`config.mk`:
```
export PLATFORM = sky130hd
export DESIGN_NAME = tqv_gpio
export DESIGN_NICKNAME = d
export VERILOG_FILES = /design/src/rtl/tqv_gpio_pkg.sv /design/src/rtl/tqv_sync.sv /design/src/rtl/tqv_gpio.sv
export SDC_FILE = /design/constraint.sdc
export NUM_CORES = 1
export LEC_CHECK = 0
export CAP_MARGIN = 20
export CORE_MARGIN = 10
export CORE_UTILIZATION = 53
export CTS_CLUSTER_SIZE = 16
export DETAILED_ROUTE_END_ITERATION = 8
export PLACE_DENSITY = 0.91
export SLEW_MARGIN = 10
export SYNTH_ARGS = -nofsm -noshare
export SYNTH_HDL_FRONTEND = slang
export SYNTH_HIERARCHICAL = 1
export SYNTH_SLANG_ARGS = --single-unit
export TNS_END_PERCENT = 50
```
`constraint.sdc`:
```
create_clock -name clk -period 4.85 [get_ports clk]
set_input_delay 1.455 -clock clk [delete_from_list [all_inputs] [get_ports clk]]
set_output_delay 1.455 -clock clk [all_outputs]
set_load 0.01 [all_outputs]
```
`src/rtl/tqv_gpio_pkg.sv`:
```
// Shared register map, interrupt mode encodings and the per-pin event decoder
// used by the GPIO block.
package tqv_gpio_pkg;

    localparam logic [2:0] REG_OUT      = 3'd0;
    localparam logic [2:0] REG_IN       = 3'd1;
    localparam logic [2:0] REG_OUT_SEL  = 3'd2;
    localparam logic [2:0] REG_IRQ_EN   = 3'd3;
    localparam logic [2:0] REG_IRQ_MODE = 3'd4;
    localparam logic [2:0] REG_IRQ_PEND = 3'd5;

    localparam logic [1:0] MODE_RISE  = 2'b00;
    localparam logic [1:0] MODE_FALL  = 2'b01;
    localparam logic [1:0] MODE_BOTH  = 2'b10;
    localparam logic [1:0] MODE_LEVEL = 2'b11;

    localparam logic [31:0] READ_UNMAPPED = 32'hFFFF_FFFF;

    // Event seen on one pin given its mode, the previous and the current sample.
    function automatic logic pin_event(input logic [1:0] mode, input logic prev, input logic cur);
        logic ev;
        case (mode)
            MODE_RISE: ev = ~prev & cur;
            MODE_FALL: ev = prev & ~cur;
            MODE_BOTH: ev = prev ^ cur;
            default:   ev = cur;
        endcase
        return ev;
    endfunction

endpackage

```
`src/rtl/tqv_sync.sv`:
```
// Multi-flop synchroniser for asynchronous pad inputs; all stages clear to 0
// while reset is held.
module tqv_sync #(
    parameter int WIDTH  = 8,
    parameter int STAGES = 2
) (
    input  logic             clk,
    input  logic             rstn,
    input  logic [WIDTH-1:0] d_i,
    output logic [WIDTH-1:0] q_o
);

    logic [STAGES-1:0][WIDTH-1:0] stage_q;

    always_ff @(posedge clk or negedge rstn) begin
        if (!rstn) begin
            stage_q <= '0;
        end else begin
            stage_q <= {stage_q[STAGES-2:0], d_i};
        end
    end

    assign q_o = stage_q[STAGES-1];

endmodule

```
`src/rtl/tqv_gpio.sv`:
```
// GPIO peripheral: output register with per-pin alternate-function select,
// synchronised inputs and edge/level interrupts with write-1-to-clear pending.
module tqv_gpio
    import tqv_gpio_pkg::*;
#(
    parameter int                  NUM_PINS    = 8,
    parameter int                  SYNC_STAGES = 2,
    parameter logic [NUM_PINS-1:0] OUT_SEL_RST = {NUM_PINS{1'b0}}
) (
    input  logic                clk,
    input  logic                rstn,
    input  logic [2:0]          reg_addr,
    input  logic                sel,
    input  logic [1:0]          write_n,
    input  logic [1:0]          read_n,
    input  logic [31:0]         data_in,
    output logic [31:0]         data_out,
    input  logic [NUM_PINS-1:0] pin_in,
    input  logic [NUM_PINS-1:0] alt_in,
    output logic [NUM_PINS-1:0] pin_out,
    output logic                irq
);

    logic [NUM_PINS-1:0]   out_q, out_d;
    logic [NUM_PINS-1:0]   out_sel_q, out_sel_d;
    logic [NUM_PINS-1:0]   irq_en_q, irq_en_d;
    logic [2*NUM_PINS-1:0] irq_mode_q, irq_mode_d;
    logic [NUM_PINS-1:0]   irq_pend_q, irq_pend_d;
    logic [NUM_PINS-1:0]   prev_q;
    logic [NUM_PINS-1:0]   sync_in_w;
    logic [NUM_PINS-1:0]   pin_event_w;
    logic [NUM_PINS-1:0]   pend_clr_w;
    logic                  wr_en_w;
    logic                  unused_ok;

    tqv_sync #(
        .WIDTH (NUM_PINS),
        .STAGES(SYNC_STAGES)
    ) u_sync (
        .clk (clk),
        .rstn(rstn),
        .d_i (pin_in),
        .q_o (sync_in_w)
    );

    // Reads are side-effect free, so read_n and the unused upper write bits are ignored.
    assign unused_ok = ^{read_n, data_in};

    assign wr_en_w = sel && (write_n != 2'b11);

    genvar gi;
    generate
        for (gi = 0; gi < NUM_PINS; gi++) begin : g_pin
            assign pin_event_w[gi] = pin_event(irq_mode_q[2*gi +: 2], prev_q[gi], sync_in_w[gi]);
            assign pin_out[gi]     = out_sel_q[gi] ? out_q[gi] : alt_in[gi];
        end
    endgenerate

    always_comb begin
        out_d      = out_q;
        out_sel_d  = out_sel_q;
        irq_en_d   = irq_en_q;
        irq_mode_d = irq_mode_q;
        pend_clr_w = '0;
        if (wr_en_w) begin
            case (reg_addr)
                REG_OUT:      out_d      = data_in[NUM_PINS-1:0];
                REG_OUT_SEL:  out_sel_d  = data_in[NUM_PINS-1:0];
                REG_IRQ_EN:   irq_en_d   = data_in[NUM_PINS-1:0];
                REG_IRQ_MODE: irq_mode_d = data_in[2*NUM_PINS-1:0];
                REG_IRQ_PEND: pend_clr_w = data_in[NUM_PINS-1:0];
                default:      ;
            endcase
        end
        // A new event outranks a simultaneous clear so it is never lost.
        irq_pend_d = (irq_pend_q & ~pend_clr_w) | (pin_event_w & irq_en_q);
    end

    always_ff @(posedge clk or negedge rstn) begin
        if (!rstn) begin
            out_q      <= '0;
            out_sel_q  <= OUT_SEL_RST;
            irq_en_q   <= '0;
            irq_mode_q <= '0;
            irq_pend_q <= '0;
            prev_q     <= '0;
        end else begin
            out_q      <= out_d;
            out_sel_q  <= out_sel_d;
            irq_en_q   <= irq_en_d;
            irq_mode_q <= irq_mode_d;
            irq_pend_q <= irq_pend_d;
            prev_q     <= sync_in_w;
        end
    end

    always_comb begin
        data_out = READ_UNMAPPED;
        if (sel) begin
            case (reg_addr)
                REG_OUT:      data_out = 32'(out_q);
                REG_IN:       data_out = 32'(sync_in_w);
                REG_OUT_SEL:  data_out = 32'(out_sel_q);
                REG_IRQ_EN:   data_out = 32'(irq_en_q);
                REG_IRQ_MODE: data_out = 32'(irq_mode_q);
                REG_IRQ_PEND: data_out = 32'(irq_pend_q);
                default:      data_out = READ_UNMAPPED;
            endcase
        end
    end

    assign irq = |(irq_pend_q & irq_en_q);

endmodule

```
# [Word-level counts from Yosys, hierarchy flattened]
# Cells that the tools add are included.
[totals] output_inout_bits=41 reg_bits=72
[classes] n_eq_ne=22 reduce_logical=15 n_bitwise=45 n_mux=20
[op_table] op="$pmux 32 s6" count=1
[op_table] op="$mux 32" count=1
[op_table] op="$and 8x8->8" count=3
[op_table] op="$pmux 1 s3" count=8
[op_table] op="$and 1x1->1" count=16
[op_table] op="$eq 2x1->1 const B" count=8
[op_table] op="$eq 2x2->1 const B" count=8
[op_table] op="$logic_not 2->1" count=8
[op_table] op="$mux 8" count=2
[op_table] op="$not 1->1" count=16
[op_table] op="$mux 1" count=8
[op_table] op="$not 8->8" count=1
[op_table] op="$or 8x8->8" count=1
[op_table] op="$reduce_and 2->1" count=4
[op_table] op="$reduce_or 8->1" count=1
[op_table] op="$xor 1x1->1" count=8
[op_table] op="$eq 3x2->1 const B" count=2
[op_table] op="$eq 3x3->1 const B" count=2
[op_table] op="$eq 3x1->1 const B" count=1
[op_table] op="$logic_not 3->1" count=1
[op_table] op="$ne 2x2->1 const B" count=1
[op_table] op="$logic_and 1x1->1" count=1

# [Depth between registers and ports, before layout]
# Gate-level depths: netlist (run 1).
[depth] word_depth=6 depth_mapped=6 mapped_depth_nobuf=5

# [By module]
# The synthesis (run 1) kept the hierarchy.
[by_module_without_submodules] mod="tqv_gpio" cells_per_inst=281 area_per_inst_um2=3374.5 seq_area_each_um2=1401.3 instances=1
[by_module_without_submodules] mod="tqv_sync" cells_per_inst=24 area_per_inst_um2=460.4 seq_area_each_um2=400.4 instances=1

# [Worst setup path before layout (run 1)]
# OpenSTA, ideal clock, no wires.
[synth_path] kind="input to output" from="input reg_addr[1]" to="output data_out[17]" cell_stages=6 arrival_ns=2.538 setup_slack_ns=0.857 cell_sequence="buf_2 nand2_1 and2_1 clkbuf_1 inv_1 buf_4"
[synth_between] elab_chain_len=3
[synth_lines] element="start, declared" line="tqv_gpio.sv:12" text="input logic [2:0] reg_addr,"
[synth_lines] element="$eq 3x3->1, or another cell as far along" line="tqv_gpio.sv:100" text="case (reg_addr)"
[synth_lines] element="$pmux 32 s6 (*)" line="tqv_gpio.sv:100"
[synth_lines] element="$mux 32 (*)" line="tqv_gpio.sv:99" text="if (sel) begin"
[synth_lines] element="end, declared" line="tqv_gpio.sv:17" text="output logic [31:0] data_out,"
# Every way passes the cells marked *; elsewhere a longest branch is shown, timed or not.

# [Worst setup path in the final report (run 1)]
[layout_path] from="input reg_addr[0]" to="output data_out[5]"
# The elaborated chain is that of the path after synthesis.

==> reports/qor.yml, run 1 <==
synth_nets: 379
dp_slack_ns: 0.0152
worstReg2RegStart: "u_sync/q_o[2]"
h-tree-depth: 3
yosysUniqueCellTypes: 31
grt_max_degree: 39
share_seq_of_total_power_pct: 49.4
r2r_slack_ns: 3.23
hold_path.class: "flip-flop to flip-flop"
holdBufCountCts: 0
path_class: "primary input to output port"
ant_nets: 0
routabilityCongestion: 0.861
clkTransAtPathRegs_ns: 0.07
status: "finished clean"
swShare_pct: 28.4
drt-pass1-iter-count: 5
initial_utilization_pct: 55.5
cp-start-kind: "primary input"
fin_util_pct: 69.3
worst_skew_pair.late_latency_ns: 0.34
first_iter_violations: 233
syn_inst: 305
cts_made_buffers: 9
synthToLayoutAreaGrowth_pct: 24.8
io_pins: 99
p_switching_uw: 467
cts_tree: "done"
path_max_fanout: 22
wl_per_cell_um: 20.6
r2r.worst_path.cells: 4
setup_viol: 0
p_per_area_mw_per_mm2: 344
drv_cap: 0
grt_pass1_wl_um: 15600
final_cell_mix: "clkdlybuf4s50_1 (76), dfrtp_1 (72), mux2_2 (44)"
yosys_warnings: 6
p_leak_nw: 2.14
final.period_utilization_pct: 98.4
ir_drop_mv: 0.222
fin_ws_ns: 0.0773
drc_errors: 0
vias: 2727
dieArea_sq_mm: 0.0110
synthTopCellsByArea: "dfrtp_1 (47%), mux2_2 (13%), mux4_2 (5.9%)"
yosysTopAreaCell: "dfrtp_1"
antenna_found_initial: 0
num_rows: 30
cp.required_ns: 3.39
cts-root-buf: "clkbuf_8"
port_buffers: 80
avgSynthCellArea_sq_um: 12.6
clock.fmax_mhz: 210
finalMaxSlewViolations: 0
grt_use_total_pct: 17.7
drive_above_1_share_pct: 25.6
die_y_um: 105
rsz0062_at_grt: "yes"
via_per_inst: 5.79
hpwl_um: 7200
crit_path_end: "data_out[5]"
dp.cells: 456
worst_pin_slew_ns: 0.836
skew_ns: 0.00794
p_int_mw: 1.18
layout.cells.non_filler: 471
ys_seq_area_share_pct: 47.0
drt-total-wl_um: 9690
power_frac_comb_pct: 26.4
startpoint: "reg_addr[0]"
hold_violations: 0
finalInstanceArea_sq_mm: 0.00479
fin_nets: 446
end_kind: "output port"
crit_arrival_ns: 3.32
clock_sinks: 72
layout_commonest_cell: "clkdlybuf4s50_1"
grt_pass1_vias: 2969
reg2reg_to: "irq_pend_q[2]"
p_clk_share_pct: 24.2
n_antenna_cell: 0
synth_top_area_share_pct: 47.0
post-route-min-period_ns: 4.77
ys_ff_latch: 72
placed_area_sq_mm: 0.00460
syn_area_sq_mm: 0.00383
die_w_um: 105
clockBufferDepth: 2
slew_headroom_pct: 44.3
core_area_sq_mm: 0.00691
grt-ovfl-total: 0
logic make-up after synthesis:
logic type                 Yosys count  share of synthesized area [%]
DFF                                 72                           47.0
buffers and inverters               64                           9.49
muxes                               64                           22.7
and+or+nand+nor                     50                           7.73
AOI/OAI and AO/OA                   39                           7.86
adders and majority gates           16                           5.22
registers in the layout, indices dropped and copies added (netlist names):
signal / flops
irq_en_q: 8
irq_pend_q: 8
u_sync/stage_q: 8
out_q: 8
u_sync/q_o: 8
out_sel_q: 8
prev_q: 8
irq_mode_q: 16
area by class of cell:
| cell class | count | area [sq um] |
|---|---|---|
| Fill cell | 488 | 2120 |
| Sequential cell | 72 | 1800 |
| Multi-Input combinational cell | 169 | 1680 |
| Timing Repair Buffer | 93 | 926 |
| Clock buffer | 13 | 149 |
| Tap cell | 96 | 120 |
| Inverter | 27 | 105 |
| Clock inverter | 1 | 5.00 |
worst min path at each step:
stage                            from             to  slack (ns)  cells after the start
finish              u_sync/stage_q[7]  u_sync/q_o[7]        0.35                      0
floorplan           u_sync/stage_q[0]  u_sync/q_o[0]        0.33                      0
detailed placement  u_sync/stage_q[7]  u_sync/q_o[7]        0.34                      0
CTS                 u_sync/stage_q[7]  u_sync/q_o[7]        0.35                      0
global placement    u_sync/stage_q[6]  u_sync/q_o[6]        0.33                      0
global route        u_sync/stage_q[7]  u_sync/q_o[7]        0.36                      0
power groups by stage:
stage / logic, mW / registers, mW / clock network, mW
after floorplan: 0.280 / 0.782 / 0
after detailed placement: 0.434 / 0.820 / 0
final: 0.434 / 0.813 / 0.397
after CTS: 0.438 / 0.811 / 0.405
after global routing: 0.469 / 0.827 / 0.438
after global placement: 0.414 / 0.810 / 0
layer usage:
layer	up-vias	routed length [um]	global-route usage, %
met3	22	638	4.85
met2	123	5030	30.3
met4	0	231	6.47
li1	1209	-	-
met1	1373	3780	20.5
met5	-	0	0
synthesized netlist by cell type (all sizes together):
master and count:
dfrtp 72, mux2 54, buf 35, inv 27, nand2 18, ha 16
mux4 10, nand4 9, a22o 8, a22oi 8, a221oi 7, nor2b 6
o211ai 6, o21ai 5, nand3 4, a21boi 3, and2 3, and2b 2
and4 2, clkbuf 2, nand2b 2, nor2 2, nor3b 2, a2111oi 1
a32oi 1
critical path, stage by stage:
cell and delay, ns:
clkdlybuf4s50_1 0.51, buf_12 0.18, and2b_1 0.23, a221oi_1 0.30
o211ai_1 0.15, clkdlybuf4s50_1 0.50
per-stage QoR:
stage	hold WS [ns]	setup TNS, ns	power [mW]
6_report	0.351	0	1.64
5_1_grt	0.357	-0.0100	1.73
4_1_cts	0.353	0	1.65
3_5_place_dp	0.338	0	1.25
3_3_place_gp	0.331	0	1.22
2_1_floorplan	0.331	0	1.06
repair_timing:
action                                  4_1_cts  5_1_grt
buffers inserted                              1        0
endpoints found under the setup margin        2       23
gates resized for setup                       0        8
No activity file was read; power rests on OpenSTA's default activity.
==> run 2: changes to the inputs <==
- SLEW_MARGIN: 10 -> 40
==> run 2 against run 1 <==
Clock skew hardly changed. Combinational power about the same. Routed wire length is essentially flat. Final cell count unchanged. Critical path depth unchanged. Die area did not move. Largest cell class unchanged.
==> reports/qor.yml, run 2 (synthesis gave the netlist of run 1 again) <==
status: "finished clean"
synthToLayoutAreaGrowth_pct: 24.9  # about the same
post-route-min-period_ns: 4.77  # unchanged
grt_pass1_vias: 2969  # unchanged
holdBufCountCts: 0  # unchanged
grt_max_degree: 39  # unchanged
p_per_area_mw_per_mm2: 343  # about the same
num_rows: 30  # unchanged
n_antenna_cell: 0  # unchanged
clock_sinks: 72  # unchanged
layout_commonest_cell: "clkdlybuf4s50_1"
cts_tree: "done"
path_class: "primary input to output port"
first_iter_violations: 233  # unchanged
n_fill_cell: 487  # -0.20%
layout.cells.non_filler: 471  # unchanged
cp.required_ns: 3.39  # about the same
grt_pass1_wl_um: 15600  # unchanged
io_pins: 99  # unchanged
hpwl_um: 7200  # unchanged
clockBufferDepth: 2  # unchanged
routabilityCongestion: 0.861  # unchanged
dp.cells: 456  # unchanged
ir_drop_mv: 0.222  # about the same
wl_per_cell_um: 20.6  # about the same
hold_violations: 0  # unchanged
p_leak_nw: 2.14  # about the same
grt_use_total_pct: 17.7  # unchanged
fin_ws_ns: 0.0773  # unchanged
fin_util_pct: 69.3  # about the same
wl_met2_um: 5030  # unchanged
final.period_utilization_pct: 98.4  # unchanged
worst_pin_slew_ns: 0.521  # -0.316 ns
crit_arrival_ns: 3.32  # about the same
whs_ns: 0.351  # unchanged
end_kind: "output port"
drv_cap: 0  # unchanged
rsz0062_at_grt: "yes"
grt-ovfl-total: 0  # unchanged
wl_met3_um: 638  # unchanged
setup_viol: 0  # unchanged
die_y_um: 105  # unchanged
largest_register: "irq_mode_q"
power_mw: 1.64  # about the same
largest_register_ffs: 16  # unchanged
hold_path.class: "flip-flop to flip-flop"
die_w_um: 105  # unchanged
final_cell_mix: "clkdlybuf4s50_1 (76), dfrtp_1 (72), mux2_2 (44)"
cts-root-buf: "clkbuf_8"
ant_nets: 0  # unchanged
drive_above_1_share_pct: 25.6  # unchanged
drt-total-wl_um: 9680  # about the same
top_layer: "met4"
vias: 2727  # unchanged
tns_ns: 0  # unchanged
slew_headroom_pct: 65.2  # +21 points
finalInstanceArea_sq_mm: 0.00479  # about the same
finalMaxSlewViolations: 0  # unchanged
fin_nets: 446  # unchanged
dp_slack_ns: 0.0152  # unchanged
placed_area_sq_mm: 0.00460  # unchanged
core_area_sq_mm: 0.00691  # unchanged
drc_errors: 0  # unchanged
dieArea_sq_mm: 0.0110  # unchanged
wl_met1_um: 3780  # unchanged
cp-start-kind: "primary input"
port_buffers: 80  # unchanged
h-tree-depth: 3  # unchanged
worst_skew_pair.late_latency_ns: 0.34  # about the same
clkTransAtPathRegs_ns: 0.07  # about the same
initial_utilization_pct: 55.5  # unchanged
cts_made_buffers: 9  # unchanged
antenna_found_initial: 0  # unchanged
drt-pass1-iter-count: 5  # unchanged
path_max_fanout: 22  # unchanged
skew_ns: 0.00794  # +0.0000000300 ns
via_per_inst: 5.79  # unchanged
clock.fmax_mhz: 210  # unchanged
==> run 2: routing by layer <==
metal | GRT usage, % | vias up
met2 | 30.3 | 123
met3 | 4.85 | 22
met1 | 20.5 | 1373
met5 | 0 | -
li1 | - | 1209
met4 | 6.47 | 0
==> run 2: layout make-up <==
| class | instances | area (sq um) | share of cell area (%) |
|---|---|---|---|
| repair buffers | 93 | 928 | 19.4 |
| inverters | 27 | 105 | 2.19 |
| clock buffers | 13 | 149 | 3.11 |
| well taps | 96 | 120 | 2.51 |
| flip-flops and latches | 72 | 1800 | 37.6 |
| multi-input cells | 169 | 1680 | 35.1 |
| clock inverters | 1 | 5.00 | 0.104 |
==> run 2: report_power, final <==
part,leakage (nW),internal (mW),switching (mW)
Combinational,1.22,0.276,0.159
Clock,0.0794,0.194,0.203
Sequential,0.839,0.708,0.105
==> run 2: critical path, stage by stage <==
cell,delay (ns)
clkdlybuf4s50_1,0.51
buf_12,0.18
and2b_1,0.23
a221oi_1,0.30
o211ai_1,0.15
clkdlybuf4s50_1,0.50
==> run 2: path summary, 6_finish.rpt <==
check                                  start       endpoint  slack, ns  cells after the start
setup / recovery                 reg_addr[0]    data_out[5]       0.08                      6
hold / removal             u_sync/stage_q[7]  u_sync/q_o[7]       0.35                      0
setup reg to reg               u_sync/q_o[2]  irq_pend_q[2]       3.23                      4
hold reg to reg            u_sync/stage_q[7]  u_sync/q_o[7]       0.35                      0
max in group asynchronous               rstn   out_sel_q[4]       2.93                      2
min in group asynchronous               rstn  u_sync/q_o[6]       1.08                      1
==> run 2: timing repair <==
action                                  CTS  global route
endpoints found under the setup margin    2            23
setup buffers                             1             0
gates resized for setup                   0             8
